===== src/rtl/jzjpcc_mmio_pkg.sv =====
// ============================================================================
// Module  : jzjpcc_mmio_pkg
// Brief   : Shared types, constants and helpers for the MMIO bank.
// Revision: 1.0 - initial release
// ============================================================================
`default_nettype none

package jzjpcc_mmio_pkg;

    typedef enum logic [1:0] {
        REG_IN   = 2'd0,
        REG_OUT  = 2'd1,
        REG_DIR  = 2'd2,
        REG_PEND = 2'd3
    } reg_sel_e;

    localparam int REGION_BYTES_PER_PORT = 16;

    // The bank occupies the topmost bytes of the 32-bit space, so its base is the two's complement of its size.
    function automatic logic [31:0] region_base(input int num_ports);
        return 32'd0 - 32'(REGION_BYTES_PER_PORT * num_ports);
    endfunction

    function automatic logic [31:0] expand_byte_mask(input logic [3:0] mask);
        return {{8{mask[3]}}, {8{mask[2]}}, {8{mask[1]}}, {8{mask[0]}}};
    endfunction

endpackage

`default_nettype wire


===== src/rtl/jzjpcc_mmio_bank_if.sv =====
// ============================================================================
// Module  : jzjpcc_mmio_bank_if
// Brief   : Memory-stage bus between the core and the MMIO bank.
// Revision: 1.0 - initial release
// ============================================================================
`default_nettype none

interface jzjpcc_mmio_bank_if;
    logic [29:0] memAddress;
    logic [3:0]  memByteMask;
    logic        memWriteEnable;
    logic [31:0] memDataToWrite;
    logic [31:0] memReadData;
    logic        memReadHit;

    modport master (
        output memAddress, memByteMask, memWriteEnable, memDataToWrite,
        input  memReadData, memReadHit
    );

    modport slave (
        input  memAddress, memByteMask, memWriteEnable, memDataToWrite,
        output memReadData, memReadHit
    );
endinterface

`default_nettype wire


===== src/rtl/jzjpcc_mmio_port.sv =====
// ============================================================================
// Module  : jzjpcc_mmio_port
// Brief   : One MMIO port: input synchroniser, edge pending latch, OUT/DIR.
// Revision: 1.0 - initial release
// ============================================================================
`default_nettype none

module jzjpcc_mmio_port #(
    parameter int SYNC_STAGES = 2
) (
    input  wire logic        clock,
    input  wire logic        reset,
    input  wire logic        arm,
    input  wire logic [31:0] raw_in,
    input  wire logic        wr_out,
    input  wire logic        wr_dir,
    input  wire logic        wr_pend,
    input  wire logic [31:0] wr_bits,
    input  wire logic [31:0] wr_data,
    output logic      [31:0] in_sync,
    output logic      [31:0] out_reg,
    output logic      [31:0] dir_reg,
    output logic      [31:0] pend_reg,
    output logic             irq
);

    logic [31:0] prev;
    logic [31:0] rise;
    logic [31:0] clear_bits;

    generate
        if (SYNC_STAGES == 0) begin : g_direct
            assign in_sync = raw_in;
        end else begin : g_chain
            logic [SYNC_STAGES-1:0][31:0] chain;

            always_ff @(posedge clock or posedge reset) begin
                if (reset) begin
                    chain <= '0;
                end else begin
                    chain[0] <= raw_in;
                    for (int i = 1; i < SYNC_STAGES; i++) begin
                        chain[i] <= chain[i-1];
                    end
                end
            end

            assign in_sync = chain[SYNC_STAGES-1];
        end
    endgenerate

    assign rise       = in_sync & ~prev;
    assign clear_bits = wr_pend ? (wr_data & wr_bits) : 32'd0;
    assign irq        = |pend_reg;

    always_ff @(posedge clock or posedge reset) begin
        if (reset) begin
            prev     <= '0;
            out_reg  <= '0;
            dir_reg  <= '0;
            pend_reg <= '0;
        end else begin
            prev <= in_sync;
            if (wr_out) out_reg <= (out_reg & ~wr_bits) | (wr_data & wr_bits);
            if (wr_dir) dir_reg <= (dir_reg & ~wr_bits) | (wr_data & wr_bits);
            // Set is OR-ed in after the clear so a simultaneous rise survives a W1C.
            pend_reg <= (pend_reg & ~clear_bits) | (arm ? rise : 32'd0);
        end
    end

endmodule

`default_nettype wire


===== src/rtl/jzjpcc_mmio_bank.sv =====
// ============================================================================
// Module  : jzjpcc_mmio_bank
// Brief   : Parametrised MMIO bank: decode, read mux/register, edge arming.
// Revision: 1.0 - initial release
// ============================================================================
`default_nettype none

module jzjpcc_mmio_bank
    import jzjpcc_mmio_pkg::*;
#(
    parameter int NUM_PORTS   = 8,
    parameter int SYNC_STAGES = 2
) (
    input  wire logic                        clock,
    input  wire logic                        reset,
    jzjpcc_mmio_bank_if.slave                bus,
    input  wire logic [NUM_PORTS-1:0][31:0]  mmioInputs,
    output logic      [NUM_PORTS-1:0][31:0]  mmioOutputs,
    output logic      [NUM_PORTS-1:0][31:0]  mmioDirection,
    output logic      [NUM_PORTS-1:0]        mmioIrq
);

    localparam int          PB          = $clog2(NUM_PORTS);
    localparam int          IDX_W       = (PB > 0) ? PB : 1;
    localparam logic [31:0] REGION_BASE = region_base(NUM_PORTS);
    localparam logic [2:0]  ARM_MAX     = 3'(SYNC_STAGES + 1);

    logic              hit;
    logic              write_hit;
    logic [IDX_W-1:0]  port_idx;
    reg_sel_e          sel;
    logic [31:0]       wr_bits;
    logic [31:0]       rd_word;
    logic [2:0]        arm_cnt;
    logic              arm;

    logic [31:0] in_w   [NUM_PORTS];
    logic [31:0] pend_w [NUM_PORTS];

    assign hit       = {bus.memAddress, 2'b00} >= REGION_BASE;
    assign write_hit = hit & bus.memWriteEnable;
    assign sel       = reg_sel_e'(bus.memAddress[1:0]);
    assign wr_bits   = expand_byte_mask(bus.memByteMask);
    assign arm       = (arm_cnt == ARM_MAX);

    generate
        if (PB == 0) begin : g_idx_single
            assign port_idx = '0;
        end else begin : g_idx_multi
            assign port_idx = bus.memAddress[PB+1:2];
        end
    endgenerate

    generate
        for (genvar g = 0; g < NUM_PORTS; g++) begin : g_port
            logic sel_this;
            assign sel_this = write_hit && (port_idx == IDX_W'(g));

            jzjpcc_mmio_port #(
                .SYNC_STAGES (SYNC_STAGES)
            ) u_port (
                .clock    (clock),
                .reset    (reset),
                .arm      (arm),
                .raw_in   (mmioInputs[g]),
                .wr_out   (sel_this && (sel == REG_OUT)),
                .wr_dir   (sel_this && (sel == REG_DIR)),
                .wr_pend  (sel_this && (sel == REG_PEND)),
                .wr_bits  (wr_bits),
                .wr_data  (bus.memDataToWrite),
                .in_sync  (in_w[g]),
                .out_reg  (mmioOutputs[g]),
                .dir_reg  (mmioDirection[g]),
                .pend_reg (pend_w[g]),
                .irq      (mmioIrq[g])
            );
        end
    endgenerate

    always_comb begin
        rd_word = '0;
        for (int p = 0; p < NUM_PORTS; p++) begin
            if (port_idx == IDX_W'(p)) begin
                case (sel)
                    REG_IN:   rd_word = in_w[p];
                    REG_OUT:  rd_word = mmioOutputs[p];
                    REG_DIR:  rd_word = mmioDirection[p];
                    REG_PEND: rd_word = pend_w[p];
                    default:  rd_word = '0;
                endcase
            end
        end
    end

    // Edge detection stays off until the synchroniser chain has flushed its reset zeros.
    always_ff @(posedge clock or posedge reset) begin
        if (reset) begin
            arm_cnt         <= '0;
            bus.memReadData <= '0;
            bus.memReadHit  <= 1'b0;
        end else begin
            if (!arm) arm_cnt <= arm_cnt + 3'd1;
            bus.memReadHit  <= hit;
            bus.memReadData <= hit ? rd_word : 32'd0;
        end
    end

endmodule

`default_nettype wire


===== src/flat_wrapper.sv =====
// flat-port wrapper written by rule: the top's interface ports become plain ports
module jzjpcc_mmio_bank_flat import jzjpcc_mmio_pkg::*;
#(
    parameter int NUM_PORTS   = 8,
    parameter int SYNC_STAGES = 2
)
  (clock, reset, mmioInputs, mmioOutputs, mmioDirection, mmioIrq, bus_memAddress, bus_memByteMask, bus_memWriteEnable, bus_memDataToWrite, bus_memReadData, bus_memReadHit);
  jzjpcc_mmio_bank_if bus_i ();
  input  wire logic clock;
  input  wire logic reset;
  input  wire logic [NUM_PORTS-1:0][31:0] mmioInputs;
  output logic      [NUM_PORTS-1:0][31:0] mmioOutputs;
  output logic      [NUM_PORTS-1:0][31:0] mmioDirection;
  output logic      [NUM_PORTS-1:0] mmioIrq;
  input wire logic [$bits(bus_i.memAddress)-1:0] bus_memAddress;
  input wire logic [$bits(bus_i.memByteMask)-1:0] bus_memByteMask;
  input wire logic [$bits(bus_i.memWriteEnable)-1:0] bus_memWriteEnable;
  input wire logic [$bits(bus_i.memDataToWrite)-1:0] bus_memDataToWrite;
  output wire logic [$bits(bus_i.memReadData)-1:0] bus_memReadData;
  output wire logic [$bits(bus_i.memReadHit)-1:0] bus_memReadHit;
  assign bus_i.memAddress = bus_memAddress;
  assign bus_i.memByteMask = bus_memByteMask;
  assign bus_i.memWriteEnable = bus_memWriteEnable;
  assign bus_i.memDataToWrite = bus_memDataToWrite;
  assign bus_memReadData = bus_i.memReadData;
  assign bus_memReadHit = bus_i.memReadHit;
  jzjpcc_mmio_bank #(.NUM_PORTS(NUM_PORTS), .SYNC_STAGES(SYNC_STAGES)) u_core (.clock(clock), .reset(reset), .bus(bus_i), .mmioInputs(mmioInputs), .mmioOutputs(mmioOutputs), .mmioDirection(mmioDirection), .mmioIrq(mmioIrq));
endmodule

===== config.mk =====
export PLATFORM = sky130hd
export DESIGN_NAME = jzjpcc_mmio_bank_flat
export DESIGN_NICKNAME = d
export VERILOG_FILES = /design/src/rtl/jzjpcc_mmio_pkg.sv /design/src/rtl/jzjpcc_mmio_bank_if.sv /design/src/rtl/jzjpcc_mmio_port.sv /design/src/rtl/jzjpcc_mmio_bank.sv /design/src/flat_wrapper.sv
export SDC_FILE = /design/constraint.sdc
export NUM_CORES = 2
export LEC_CHECK = 0
export ABC_AREA = 1
export ABC_CLOCK_PERIOD_IN_PS = 127300
export CELL_PAD_IN_SITES_DETAIL_PLACEMENT = 0
export CELL_PAD_IN_SITES_GLOBAL_PLACEMENT = 1
export CORE_ASPECT_RATIO = 1.25
export CORE_MARGIN = 10
export CORE_UTILIZATION = 45
export DETAILED_ROUTE_END_ITERATION = 10
export PLACE_DENSITY = 0.86
export SLEW_MARGIN = 20
export SYNTH_ARGS = -nofsm -noshare
export SYNTH_HDL_FRONTEND = slang
export SYNTH_SLANG_ARGS = --single-unit

===== constraint.sdc =====
create_clock -name clock -period 127.3 [get_ports clock]
set_input_delay 12.73 -clock clock [delete_from_list [all_inputs] [get_ports clock]]
set_output_delay 12.73 -clock clock [all_outputs]
set_load 0.01 [all_outputs]

# == After elaboration in Yosys (flattened, before gate mapping) ==
# Index checks and enable logic that the tools add are counted.
# classes
n_addsub,1
n_lt_le_gt_ge,1
n_eq_ne,11
mux,33
bitwise,75
reduce_logical,42
# op_table
cell,n
$and 32x32->32,33
$pmux 32 s4,8
$mux 32,25
$or 32x32->32,24
$not 32->32,17
$reduce_or 32->1,8
$ge 32x32->1 const B,1
$logic_and 1x1->1,32
$eq 3x3->1 const B,4
$eq 3x2->1 const B,3
$eq 2x2->1 const B,2
$add 3x1->3 const B,1
$eq 3x1->1 const B,1
$logic_not 3->1,1
$eq 2x1->1 const B,1
$logic_not 2->1,1
$and 1x1->1,1
# totals
regBits,1572
inputBits,325
wordCells,214

# == Longest topological paths before layout ==
# logic_depth
depth_word,11
ltp_mapped,14
ltp_nobuf,12

# == Hierarchy ==
# A second synthesis with hierarchy kept.
# hier_totals
cells_unflattened,6996
hier_area_um2,64715.8
# by_module_without_submodules
module,n_inst,cells_each,area_per_inst_um2,seq_area_each_um2
jzjpcc_mmio_port,8,601,6816.5,4804.6
jzjpcc_mmio_bank,1,2188,10183.5,900.9

# == Worst setup path before layout ==
# No wires, ideal clock.
# synth_timing
path_type,input to register
from,input port bus_memAddress[25]
to,register (tool-made name)
setup_time_ns,0.131
arrival_time_ns,14.193
t_required_ns,127.169
setup_slack_ns,112.976
cell_stages,8
path_cell_list,and3_1 nor3b_1 nand4_2 nor2_2 nand3_1 clkbuf_1 nand2_1 o21ai_0
# synth_rtl
element,line_no,text
from (decl),flat_wrapper.sv:15,input wire logic [$bits(bus_i.memAddress)-1:0] bus_memAddress;

# == Worst setup path in the final report ==
# layout_timing
from,register u_core.g_port[6].u_port.pend_reg[1]
to,output port mmioIrq[6]
# layout_between
elab_chain_len,1
# layout_rtl
element,line_no,text
from (decl),jzjpcc_mmio_port.sv:23,"output logic [31:0] pend_reg,"
from (signal assigned),jzjpcc_mmio_port.sv:67,pend_reg <= (pend_reg & ~clear_bits) | (arm ? rise : 32'd0);
$reduce_or 32->1,jzjpcc_mmio_port.sv:54,assign irq = |pend_reg;
to (decl),flat_wrapper.sv:14,output logic [NUM_PORTS-1:0] mmioIrq;
# Every way passes these cells.

==> impl_metrics.json <==
{
  "synth_top_family_by_area": "simple AND/OR/NAND/NOR gates",
  "antenna_left": 0,
  "yosysTopAreaCellShare_pct": 66.8,
  "synth_xor_area_share_pct": 0.0149,
  "path_cells": "inv_1 > nand4_1 > nor4_1 > nand3_1 > nor3_1 > nand4_1 > clkdlybuf4s50_1",
  "ir_drop_mv": 0.0108,
  "rrSetupSlack_ps": 123890,
  "synthCells": 5786,
  "ys_seq_area_share_pct": 66.8,
  "worstMarginPinSlew_ps": 1160,
  "cp_data_arrival_time_ps": 3950,
  "cts_buffer_depth": 3,
  "ys_types": 31,
  "wl_per_cell_um": 29.1,
  "cp_max_fo": 2,
  "end_kind": "output port",
  "wl_um": 244000,
  "crit_top_cell": "nand4_1",
  "r2r-end": "u_core.g_port[0].u_port.pend_reg[30]",
  "grt_overflow_total": 0,
  "fin_ws_ps": 110620,
  "gp_congestion": 0.976,
  "hold_viol": 0,
  "post_cts.resized_instances": 0,
  "fin_setup_tns_ps": 0,
  "post_cts_buffers": 0,
  "grt_pass1_vias": 48100,
  "core_mm2": 0.130,
  "fmax_ghz": 0.0600,
  "p_leak_nw": 31.7,
  "synth_compound_area_share_pct": 11.6,
  "drtIter0Drc": 6133,
  "yosys_warnings": 0,
  "avgSynthCellArea_um2": 10.2,
  "outcome": "complete, no violations",
  "cp-start-kind": "flop",
  "power.density_mw_per_mm2": 14.2,
  "grt_pass1_wl_um": 350000,
  "cts_htree_levels": 4,
  "drv_cap": 0,
  "grt_max_degree": 187,
  "cts_root_buffer": "clkbuf_16",
  "synthSimpleGateAreaFrac_pct": 18.1,
  "rr_worst_depth": 6,
  "io_buffers": 877,
  "syn_to_final_growth_pct": 26.4,
  "rows": 148,
  "rsz0062_at_grt": "no",
  "ctsHoldBuffers": 0,
  "power_w": 0.00106,
  "synth_top_cell_by_area": "dfrtp_1",
  "period_needed_ps": 16680,
  "drive_gt1_share_pct": 5.32,
  "die_w_um": 343,
  "register_area_mm2": 0.0393,
  "die_y_um": 424,
  "syn_nets": 6113,
  "insertion_delay_ps": 810,
  "worst-path-buf-inv": 2,
  "num-nets-final": 6876,
  "yosys_register_bits": 1572,
  "regToRegStartpoint": "u_core.arm_cnt[0]",
  "setup_viol": 0,
  "io_pins": 878,
  "period_share_pct": 13.1,
  "synth-adder-area-share_pct": 0.0425,
  "startpoint": "u_core.g_port[6].u_port.pend_reg[1]",
  "place_hpwl_um": 178000,
  "min_path_type": "reg2reg",
  "setup.worst_path.end": "mmioIrq[6]",
  "grt_usage_pct": 32.9,
  "cts_buffers": 154,
  "slew_viol_final": 0,
  "antenna_found_initial": 29,
  "start_util_pct": 45.3,
  "pre_cts_slack_ps": 109860,
  "route.detailed.drc": 0,
  "multiInputGateArea_mm2": 0.0176,
  "crit_slowest_cell": "nor3_1",
  "path_clk_slew_ps": 60,
  "tritoncts": "built",
  "vias_per_cell": 5.83,
  "cp_num_cells": 7,
  "required_ps": 114570,
  "vias": 49000,
  "synth_area_leaders": "dfrtp_1 67%, nand2_1 9.3%, o21ai_0 8.1%",
  "dieArea_mm2": 0.146,
  "firstDrtPassIters": 7,
  "clock_sinks": 1572,
  "criticalPathCategory": "reg2out",
  "synthMuxAreaShare_pct": 0.0191,
  "fill_cells": 11100,
  "cp_top_family": "simple AND/OR/NAND/NOR gates",
  "crit_path_max_incr_delay_ps": 740,
  "slew_headroom_pct": 21.9,
  "fin_skew_ps": 33.2,
  "synth_area_mm2": 0.0589
}
==> report_power, final <==
group | total (W) | internal [W] | switching (W) | leakage [nW]
Clock | 0.000476 | 0.000275 | 0.000201 | 2.60
Combinational | 0.0000606 | 0.0000183 | 0.0000424 | 10.2
Sequential | 0.000519 | 0.000512 | 0.00000723 | 18.8
Total | 0.00106 | 0.000805 | 0.000251 | 31.7
==> per-stage QoR <==
step                instances  hold WS (ps)  instance area (um2)  utilization (%)
floorplan                5786           331                58900                -
global placement         8118           331                69100             53.1
detailed placement       8118           335                69100             53.1
CTS                      8394           343                74400             57.2
global route             8404           349                74400             57.2
finish                   8408           344                74400             57.2
==> how the worst min path moves through the flow <==
stage	depth (start not counted)	startpoint	slack [ps]	to
after floorplan	0	u_core.g_port[0].u_port.g_chain.chain[0]	330	u_core.g_port[0].u_port.in_sync[0]
after global placement	0	u_core.g_port[4].u_port.g_chain.chain[28]	330	u_core.g_port[4].u_port.in_sync[28]
after detailed placement	0	u_core.g_port[1].u_port.g_chain.chain[16]	330	u_core.g_port[1].u_port.in_sync[16]
after CTS	0	u_core.g_port[7].u_port.g_chain.chain[16]	340	u_core.g_port[7].u_port.in_sync[16]
after global routing	0	u_core.g_port[6].u_port.g_chain.chain[3]	350	u_core.g_port[6].u_port.in_sync[3]
final	0	u_core.g_port[7].u_port.g_chain.chain[16]	340	u_core.g_port[7].u_port.in_sync[16]
==> kinds of logic (layout without fill, tap and decap cells) <==
family,count (synthesis),after routing
adders and majority gates,2,2
other,0,14
muxes,1,1
DFF,1572,1572
AOI/OAI and AO/OA,1281,1281
and+or+nand+nor,2414,2414
xor gates and xnor gates,1,1
buffers and inverters,515,1398
==> layout by cell type, fill, tap and decap left out, types with 68 or more instances in the layout <==
| cell type | netlist | routed |
|---|---|---|
| a21oi_1 | 183 | 183 |
| clkbuf_16 | 0 | 157 |
| clkdlybuf4s50_1 | 0 | 877 |
| dfrtp_1 | 1572 | 1572 |
| inv_1 | 172 | 169 |
| nand2_1 | 1458 | 1456 |
| nand3_1 | 247 | 246 |
| nand3b_1 | 243 | 243 |
| nand4_1 | 68 | 68 |
| nor2_1 | 321 | 320 |
| o211ai_1 | 88 | 88 |
| o21ai_0 | 953 | 953 |
==> cell usage after synthesis, drive strengths merged <==
cell type / n
a21oi: 183
o21ai: 954
ha: 2
nand4: 69
mux2: 1
inv: 179
nand3: 247
o211ai: 88
o21bai: 6
nor2: 330
nor3b: 1
nand2: 1458
a221oi: 40
a41oi: 4
or2: 9
dfrtp: 1572
nand3b: 243
clkbuf: 278
and3: 2
a31oi: 6
nor3: 10
xnor2: 1
nor4: 45
buf: 58
==> metal layers <==
layer  track usage, %  part of all wire, %  up-vias
li1                 -                    -    20900
met1             44.1                   39    24600
met2             47.9                   43     2978
met3             8.09                   10      543
met4             20.2                  6.9        8
met5                0                0.018        -
==> cell type report <==
cell class                      instances  share of cell area, %
Inverter                              179                  0.933
Tap cell                             1725                   2.90
Clock inverter                         58                   1.03
Timing Repair Buffer                  943                   12.5
Antenna cell                           14                 0.0471
Multi-Input combinational cell       3699                   23.6
Clock buffer                          218                   6.06
Sequential cell                      1572                   52.9
Note: power is estimated with default switching activity, not from simulation.
